[src/rtl/vep_pkg.sv]
// -----------------------------------------------------------------------------
// vep_pkg
// Shared definitions for the SOM image compressor VEP array sequencer and the
// blocks that sit around it (decompressor path reuses the delay line).
//   vep_state_e : sequencer states
//   NUM_VEP     : number of vector-element processors in the array (8x8)
//   TAG_W       : width of a VEP index / winner tag, packed as {y,x}
//   VEP_GRID    : side length of the square VEP grid
// -----------------------------------------------------------------------------
package vep_pkg;

    localparam int NUM_VEP  = 64;
    localparam int TAG_W    = 6;
    localparam int VEP_GRID = 8;

    typedef enum logic [2:0] {
        IDLE      = 3'd0,
        LOAD      = 3'd1,
        LOAD_LAST = 3'd2,
        ENCODE    = 3'd3,
        DRAIN     = 3'd4,
        DONE      = 3'd5
    } vep_state_e;

    // Index of the last VEP, in tag format.
    function automatic logic [TAG_W-1:0] last_vep_idx();
        return TAG_W'(NUM_VEP - 1);
    endfunction

endpackage : vep_pkg

[src/rtl/tag_delay_line.sv]
// -----------------------------------------------------------------------------
// tag_delay_line
// DEPTH-stage valid + address shift register. An address presented with
// valid_i in cycle t appears on addr_o with valid_o in cycle t+DEPTH, lining it
// up with a result that takes DEPTH cycles to come back from the datapath.
// Asynchronous active-high reset flushes every stage.
//
// Parameters:
//   DEPTH : number of stages (>= 2)
//   AW    : address width
// Ports:
//   clk        in   clock
//   rst        in   asynchronous active-high reset
//   valid_i    in   address issued this cycle
//   addr_i     in   issued address
//   valid_o    out  delayed valid (last stage)
//   addr_o     out  delayed address (last stage)
//   inflight_o out  some entry is still in a stage before the last one, i.e.
//                   at least one more valid_o is still to come after this cycle
// -----------------------------------------------------------------------------
module tag_delay_line #(
    parameter int DEPTH = 3,
    parameter int AW    = 14
) (
    input  logic          clk,
    input  logic          rst,
    input  logic          valid_i,
    input  logic [AW-1:0] addr_i,
    output logic          valid_o,
    output logic [AW-1:0] addr_o,
    output logic          inflight_o
);

    logic [DEPTH-1:0]         valid_q;
    logic [DEPTH-1:0][AW-1:0] addr_q;

    always_ff @(posedge clk or posedge rst) begin
        if (rst) begin
            valid_q <= '0;
            addr_q  <= '0;
        end else begin
            valid_q <= {valid_q[DEPTH-2:0], valid_i};
            addr_q  <= {addr_q[DEPTH-2:0], addr_i};
        end
    end

    assign valid_o    = valid_q[DEPTH-1];
    assign addr_o     = addr_q[DEPTH-1];
    assign inflight_o = |valid_q[DEPTH-2:0];

endmodule : tag_delay_line

[src/rtl/vep_array_ctrl.sv]
// -----------------------------------------------------------------------------
// vep_array_ctrl
// Sequencer for the 8x8 VEP array. On start it loads the 64 codebook entries
// from RAM_W into the VEPs (one per cycle), then streams NUM_PIX pixels from
// RAM_IF into all VEPs in parallel (one per cycle) and writes the winner tag
// returned by the external min-distance tree into RAM_T at the pixel address.
//
// Optional build macro: VEP_ARRAY_CTRL_PERF_EN adds frame_cycles (cycles from
// start acceptance through the done cycle) and tag_hist_hit (winner tag of the
// final pixel).
//
// Parameters:
//   PIX_AW   : RAM_IF / RAM_T address width
//   NUM_PIX  : pixels per frame, 1..2^PIX_AW
//   PIPE_LAT : cycles from ram_if_rd to winner_tag valid (>= 2)
// Ports:
//   clk, rst                      clock, asynchronous active-high reset
//   start                         frame start pulse, only honoured in IDLE
//   busy, done                    status; done pulses once per frame
//   ram_w_rd, ram_w_addr          codebook read
//   weight_update, vep_sel,       codebook write into the addressed VEP
//   pixel_en
//   ram_if_rd, ram_if_addr        pixel read
//   winner_tag                    {y,x} of the min-distance VEP
//   ram_t_we, ram_t_addr, ram_t_d tag write
//   frame_cycles, tag_hist_hit    (VEP_ARRAY_CTRL_PERF_EN only)
// -----------------------------------------------------------------------------
module vep_array_ctrl
    import vep_pkg::*;
#(
    parameter int PIX_AW   = 14,
    parameter int NUM_PIX  = 16384,
    parameter int PIPE_LAT = 3
) (
    input  logic              clk,
    input  logic              rst,
    input  logic              start,
    output logic              busy,
    output logic              done,
    output logic              ram_w_rd,
    output logic [TAG_W-1:0]  ram_w_addr,
    output logic              weight_update,
    output logic [TAG_W-1:0]  vep_sel,
    output logic              pixel_en,
    output logic              ram_if_rd,
    output logic [PIX_AW-1:0] ram_if_addr,
    input  logic [TAG_W-1:0]  winner_tag,
    output logic              ram_t_we,
    output logic [PIX_AW-1:0] ram_t_addr,
    output logic [TAG_W-1:0]  ram_t_d
`ifdef VEP_ARRAY_CTRL_PERF_EN
    ,
    output logic [31:0]       frame_cycles,
    output logic [TAG_W-1:0]  tag_hist_hit
`endif
);

    localparam logic [TAG_W-1:0]  LAST_VEP = last_vep_idx();
    localparam logic [PIX_AW-1:0] LAST_PIX = PIX_AW'(NUM_PIX - 1);

    vep_state_e        state_q;
    logic [TAG_W-1:0]  w_cnt_q;
    logic [PIX_AW-1:0] p_cnt_q;
    logic              busy_q;
    logic              done_q;
    logic              ram_w_rd_q;
    logic              weight_update_q;
    logic              pixel_en_q;
    logic [TAG_W-1:0]  vep_sel_q;
    logic              ram_if_rd_q;

    logic              dl_valid;
    logic [PIX_AW-1:0] dl_addr;
    logic              dl_inflight;

    // ------------------------------------------------------------------
    // Sequencer. All outputs are registered alongside the state, so an
    // output is high in exactly the cycles the FSM spends in the owning
    // state. The counters double as the RAM addresses and are parked at 0
    // outside their phase.
    // ------------------------------------------------------------------
    always_ff @(posedge clk or posedge rst) begin
        if (rst) begin
            state_q         <= IDLE;
            w_cnt_q         <= '0;
            p_cnt_q         <= '0;
            busy_q          <= 1'b0;
            done_q          <= 1'b0;
            ram_w_rd_q      <= 1'b0;
            weight_update_q <= 1'b0;
            pixel_en_q      <= 1'b0;
            vep_sel_q       <= '0;
            ram_if_rd_q     <= 1'b0;
        end else begin
            case (state_q)
                IDLE: begin
                    if (start) begin
                        state_q    <= LOAD;
                        busy_q     <= 1'b1;
                        ram_w_rd_q <= 1'b1;
                        w_cnt_q    <= '0;
                    end
                end

                LOAD: begin
                    // RAM_W data for the index read this cycle arrives next
                    // cycle, so the VEP write trails the read by one.
                    weight_update_q <= 1'b1;
                    pixel_en_q      <= 1'b1;
                    vep_sel_q       <= w_cnt_q;
                    if (w_cnt_q == LAST_VEP) begin
                        state_q    <= LOAD_LAST;
                        ram_w_rd_q <= 1'b0;
                        w_cnt_q    <= '0;
                    end else begin
                        w_cnt_q <= w_cnt_q + TAG_W'(1);
                    end
                end

                LOAD_LAST: begin
                    // VEP 63 is written this cycle; weights freeze from here.
                    weight_update_q <= 1'b0;
                    pixel_en_q      <= 1'b0;
                    vep_sel_q       <= '0;
                    state_q         <= ENCODE;
                    ram_if_rd_q     <= 1'b1;
                    p_cnt_q         <= '0;
                end

                ENCODE: begin
                    // Terminal compare instead of wrap so NUM_PIX = 2^PIX_AW
                    // works without an extra counter bit.
                    if (p_cnt_q == LAST_PIX) begin
                        state_q     <= DRAIN;
                        ram_if_rd_q <= 1'b0;
                        p_cnt_q     <= '0;
                    end else begin
                        p_cnt_q <= p_cnt_q + PIX_AW'(1);
                    end
                end

                DRAIN: begin
                    // Leave once the only entry left (if any) is the one
                    // being written to RAM_T this cycle.
                    if (!dl_inflight) begin
                        state_q <= DONE;
                        done_q  <= 1'b1;
                    end
                end

                DONE: begin
                    state_q <= IDLE;
                    done_q  <= 1'b0;
                    busy_q  <= 1'b0;
                end

                default: begin
                    state_q <= IDLE;
                end
            endcase
        end
    end

    // ------------------------------------------------------------------
    // Address alignment for the tag write: each pixel address follows the
    // datapath latency so it meets its own winner tag.
    // ------------------------------------------------------------------
    tag_delay_line #(
        .DEPTH (PIPE_LAT),
        .AW    (PIX_AW)
    ) u_tag_delay_line (
        .clk        (clk),
        .rst        (rst),
        .valid_i    (ram_if_rd_q),
        .addr_i     (p_cnt_q),
        .valid_o    (dl_valid),
        .addr_o     (dl_addr),
        .inflight_o (dl_inflight)
    );

    assign busy          = busy_q;
    assign done          = done_q;
    assign ram_w_rd      = ram_w_rd_q;
    assign ram_w_addr    = w_cnt_q;
    assign weight_update = weight_update_q;
    assign vep_sel       = vep_sel_q;
    assign pixel_en      = pixel_en_q;
    assign ram_if_rd     = ram_if_rd_q;
    assign ram_if_addr   = p_cnt_q;

    // winner_tag is only meaningful in the cycle it is valid, so the write
    // is combinational from the last delay stage.
    assign ram_t_we      = dl_valid;
    assign ram_t_addr    = dl_valid ? dl_addr : '0;
    assign ram_t_d       = dl_valid ? winner_tag : '0;

`ifdef VEP_ARRAY_CTRL_PERF_EN
    logic [31:0]      frame_cycles_q;
    logic [TAG_W-1:0] tag_hist_hit_q;

    // The start-acceptance cycle counts as 1; every non-IDLE cycle (through
    // DONE) adds one, so the value settles right after done and holds.
    always_ff @(posedge clk or posedge rst) begin
        if (rst) begin
            frame_cycles_q <= '0;
            tag_hist_hit_q <= '0;
        end else begin
            if (state_q == IDLE) begin
                if (start) begin
                    frame_cycles_q <= 32'd1;
                end
            end else begin
                frame_cycles_q <= frame_cycles_q + 32'd1;
            end
            if (dl_valid && (dl_addr == LAST_PIX)) begin
                tag_hist_hit_q <= winner_tag;
            end
        end
    end

    assign frame_cycles = frame_cycles_q;
    assign tag_hist_hit = tag_hist_hit_q;
`endif

endmodule : vep_array_ctrl

[config.mk]
export PLATFORM = sky130hd
export DESIGN_NAME = vep_array_ctrl
export DESIGN_NICKNAME = d
export VERILOG_FILES = /design/src/rtl/vep_pkg.sv /design/src/rtl/tag_delay_line.sv /design/src/rtl/vep_array_ctrl.sv
export SDC_FILE = /design/constraint.sdc
export NUM_CORES = 1
export LEC_CHECK = 0
export CAP_MARGIN = 20
export CORE_MARGIN = 2
export CORE_UTILIZATION = 54
export DETAILED_ROUTE_END_ITERATION = 8
export PLACE_DENSITY_LB_ADDON = 0.15
export SETUP_SLACK_MARGIN = 0.4
export SLEW_MARGIN = 20
export SYNTH_ARGS = -nofsm -noshare
export SYNTH_HDL_FRONTEND = slang
export SYNTH_SLANG_ARGS = --single-unit
export TNS_END_PERCENT = 50
[constraint.sdc]
create_clock -name clk -period 5.9 [get_ports clk]
set_input_delay 0.885 -clock clk [delete_from_list [all_inputs] [get_ports clk]]
set_output_delay 0.885 -clock clk [all_outputs]
set_load 0.01 [all_outputs]
==> results by stage <==
Timing:
- The total count of hold-check failures in the final report is 0.
- Clock skew on the completed layout was measured at 0.00684 ns.
- Setup violations remaining at the end of the flow were counted as 0.
- The worst path needs 2.87 ns of the cycle, external delays included.
- Setup repair after global routing left no endpoint under its margin.
- The fraction of the cycle the final worst path needs is 48.6%.
- At the pin with the least slew margin, the transition time is 0.819 ns.
- The headroom to the max-slew limit is 44.8%.
- Hold is met by 0.346 ns.
- The total negative setup slack is 0 ns.
- The count of final max-slew check failures came to 0.
- The worst setup margin is 3.03 ns.
- Based on the critical path, the design can be clocked at up to 349 MHz.

Clock network:
- The total of hold buffers inserted after clock tree synthesis is 0.
- The clock tree synthesis step divided the H-tree into 3 levels.
- The longest clock path from root to sink contains 2 buffers.
- The post-cts resize count is 0.
- The number of sinks driven by the clock tree is 79.
- The number of setup buffers added after CTS is 0.
- The clock insertion delay at the later pin of the skew report is 0.34 ns.
- The number of buffers created by CTS is 9.
- After clock tree synthesis, the clock-pin slew on the worst setup and hold paths is 0.07 ns.
- TritonCTS built the clock tree.
- CTS placed an instance of sky130_fd_sc_hd__clkbuf_8 at the clock tree root.

Placed design:
- Buffers placed on the I/O ports in this run total 61.
- At the placement stage, the worst setup path has a slack of 3.03 ns.
- The detailed placement HPWL is 3840 um.
- The congestion estimate from routability-driven global placement came to 0.802.

Min path:
- The worst hold path was traced through 0 stages.
- The tightest min-delay check is of the register to register type.

Logic synthesis:
- The mean cell area of the mapped netlist is 11.6 um2.
- For this run, the register share of the synthesized area comes to 65.2%.
- Sorting the synthesized cells by area gives the leading types as sky130_fd_sc_hd__dfrtp_1, sky130_fd_sc_hd__and2_1, sky130_fd_sc_hd__nand2_1.
- In this run, synthesis inferred 0 flip-flops with an integrated enable.
- Summing every instance area after synthesis gives 0.00303 mm2.
- The area share of the largest cell type after synthesis is 65.2%.
- sky130_fd_sc_hd__dfrtp_1 takes more of the synthesized area than any other cell.
- In the synthesized netlist, the cells that appear most often are sky130_fd_sc_hd__dfrtp_1, sky130_fd_sc_hd__nand2_1, sky130_fd_sc_hd__o21ai_0.
- The synthesized instance count is 261.
- The fraction of synthesis flops using an asynchronous set or reset pin is 100%.
- The count of synthesis-stage warnings from yosys is 0.
- The number of nets in the synthesized netlist is 272.
- The flip-flop cell with the highest count after synthesis is sky130_fd_sc_hd__dfrtp_1.
- The count of state elements after synthesis is 79.
- The cell with the most instances after synthesis is sky130_fd_sc_hd__dfrtp_1.
- The number of distinct library cells after synthesis is 46.

Global route:
- The via count of the first global-routing pass was 2066.
- The number of antenna violations at the first check in global routing is 0.
- The first-pass GRT wire length is 9760 um.
- The total overflow left after global routing is 0.
- The overall track demand over capacity in global routing is 20.5%.
- The maximum number of pins on one net before global-route repair is 71.

Detailed routing:
- The total routed wirelength is 5950 um.
- For this run, design rule violations remaining after detail routing come to 0.
- The length of the first detailed-routing pass in iterations is 4.
- The vias after detailed routing is 2213.
- The remaining number of nets flagged by the antenna check after routing is 0.
- The final routed wire length divided by cell count is 15.0 um.
- The number of design-rule violations left by the first detailed-router iteration is 212.
- The via density per instance is 5.57.

Die:
- The die outline area is 0.00623 mm2.
- Measured along the y axis, the die boundary spans 79.0 um.
- The total area inside the core boundary comes to 0.00547 mm2.
- The starting density of the core is 55.4%.
- The number of placement rows is 27.
- For this design the top-level I/O count stands at 62.
- The chip width is 79.0 um.

Critical path:
- The critical path crosses 3 cells after its start point.
- The number of buffers and inverters on the critical path is 2.
- In this design, the stage delay of the slowest critical-path cell is 0.53 ns.
- At the worst endpoint, the arrival time is 1.98 ns.
- The worst setup path is launched from an input pin.
- The type of element capturing the critical path is an output pin.
- Walking the worst path, the cells encountered are clkdlybuf4s50_1 > and2_1 > clkdlybuf4s50_1.
- Of all nets on the critical path, the largest fanout is 1.
- The standard cell with the maximum stage delay on the critical path is sky130_fd_sc_hd__clkdlybuf4s50_1.
- The worst endpoint required time is 5.02 ns.
- The startpoint-to-endpoint class of the critical path is input pin to output pin.
- The worst register-to-register path has a depth of 3.
- The cell family contributing the most delay on the critical path is buffers and inverters.
- The most prevalent standard cell on the critical path is sky130_fd_sc_hd__clkdlybuf4s50_1.

Run:
- The max-cap check violation count is 0.

Final layout:
- The signed area change from the synthesized netlist to the final layout is 29.0%.
- The repair_antennas step left the layout with diodes totalling 0.
- The final layout contains 331 nets.
- The ratio of cells with drive above 1 in the final layout is 6.77%.

Outcome:
- The flow ran to the end, and the final reports show no timing, DRC or antenna violations.

Power:
- The design draws 0.00177 W.
- The largest voltage drop on the vdd net is 0.300 mV.
- The total power divided by cell area is 451 mW/mm2.
- The leakage power figure is 1.69 nW.
## per-stage QoR
step	util, %	cells	instance area (um2)
2_1_floorplan	-	261	3030
3_5_place_dp	67.2	381	3680
5_1_grt	71.5	397	3920
6_report	71.5	397	3920
4_1_cts	71.5	397	3920
3_3_place_gp	67.2	381	3680
## final cells by class
cell class / instances / area [um2]
inverters: 7 / 26.3
multi-input cells: 161 / 966
well taps: 72 / 90.1
clock buffers: 11 / 131
flip-flops and latches: 79 / 1980
fillers: 412 / 1560
repair buffers: 62 / 618
clock inverters: 5 / 106
## worst register-to-register path, delay by kind of cell (launching register included)
family / cells / cell delay, ns
AND/OR/NAND/NOR: 1 / 0.72
flip-flops: 1 / 0.56
AO/OA/AOI/OAI: 2 / 0.85
## sequential cells by signal, indices dropped and copies added, names as in the netlist
signal / cells
ram_if_rd: 1
u_tag_delay_line.valid_q: 3
u_tag_delay_line.addr_o: 14
state_q: 3
ram_w_rd: 1
ram_if_addr: 14
u_tag_delay_line.addr_q: 28
busy: 1
done: 1
vep_sel: 6
pixel_en: 1
ram_w_addr: 6
## metal layers
metal	up-vias	share of wire, %	GRT usage [%]
li1	1049	-	-
met1	1084	43	26.4
met2	76	51	32.5
met3	4	6.3	4.77
met4	0	0.42	11.0
met5	-	0	0
## worst paths after layout
kind | startpoint | to | slack (ns)
worst min-delay path | u_tag_delay_line.addr_q[7]$_DFF_PP0_ | u_tag_delay_line.addr_q[21]$_DFF_PP0_ | 0.35
min in group asynchronous | rst | u_tag_delay_line.addr_q[0]$_DFF_PP0_ | 0.75
worst min register to register | u_tag_delay_line.addr_q[7]$_DFF_PP0_ | u_tag_delay_line.addr_q[21]$_DFF_PP0_ | 0.35
max in group asynchronous | rst | ram_w_addr[0]$_DFFE_PP0P_ | 4.07
worst max register to register | state_q[1]$_DFFE_PP0P_ | ram_w_addr[2]$_DFFE_PP0P_ | 3.65
worst max-delay path | winner_tag[0] | ram_t_d[0] | 3.03
## power by group
group / total (W) / internal [W] / switching [W]
clock network: 0.000469 / 0.000282 / 0.000187
logic: 0.000485 / 0.000255 / 0.000229
registers: 0.000813 / 0.000670 / 0.000143
## placed cells by master, fill, tap and decap left out, types with 2 or more instances in the layout
| master | n |
|---|---|
| sky130_fd_sc_hd__dfrtp_1 | 79 |
| sky130_fd_sc_hd__clkdlybuf4s50_1 | 61 |
| sky130_fd_sc_hd__nand2_1 | 31 |
| sky130_fd_sc_hd__o21ai_0 | 21 |
| sky130_fd_sc_hd__and2_1 | 20 |
| sky130_fd_sc_hd__clkbuf_8 | 9 |
| sky130_fd_sc_hd__nand3_1 | 8 |
| sky130_fd_sc_hd__a21oi_1 | 8 |
| sky130_fd_sc_hd__nor2_1 | 7 |
| sky130_fd_sc_hd__inv_1 | 6 |
| sky130_fd_sc_hd__a22oi_1 | 6 |
| sky130_fd_sc_hd__nand4_1 | 6 |
| sky130_fd_sc_hd__a22o_1 | 4 |
| sky130_fd_sc_hd__a31oi_1 | 4 |
| sky130_fd_sc_hd__or3_1 | 4 |
| sky130_fd_sc_hd__or4_1 | 3 |
| sky130_fd_sc_hd__mux2i_1 | 3 |
| sky130_fd_sc_hd__nor3_1 | 3 |
| sky130_fd_sc_hd__o211ai_1 | 3 |
| sky130_fd_sc_hd__bufinv_16 | 3 |
| sky130_fd_sc_hd__nor2b_1 | 2 |
| sky130_fd_sc_hd__and3_1 | 2 |
| sky130_fd_sc_hd__o22ai_1 | 2 |
| sky130_fd_sc_hd__o41ai_1 | 2 |
| sky130_fd_sc_hd__ha_1 | 2 |
| sky130_fd_sc_hd__clkbuf_1 | 2 |
## cell families (layout without fill, tap and decap cells)
group	after synthesis	count (layout)	synth area share [%]
adder cells (fa/ha/maj)	2	2	0.825
buffers and inverters	21	85	3.01
flip-flops	79	79	65.2
multiplexers	3	3	0.990
AO/OA/AOI/OAI	62	62	13.5
XOR/XNOR	1	1	0.289
AND/OR/NAND/NOR	93	93	16.2
No activity file was read; power rests on OpenSTA's default activity.
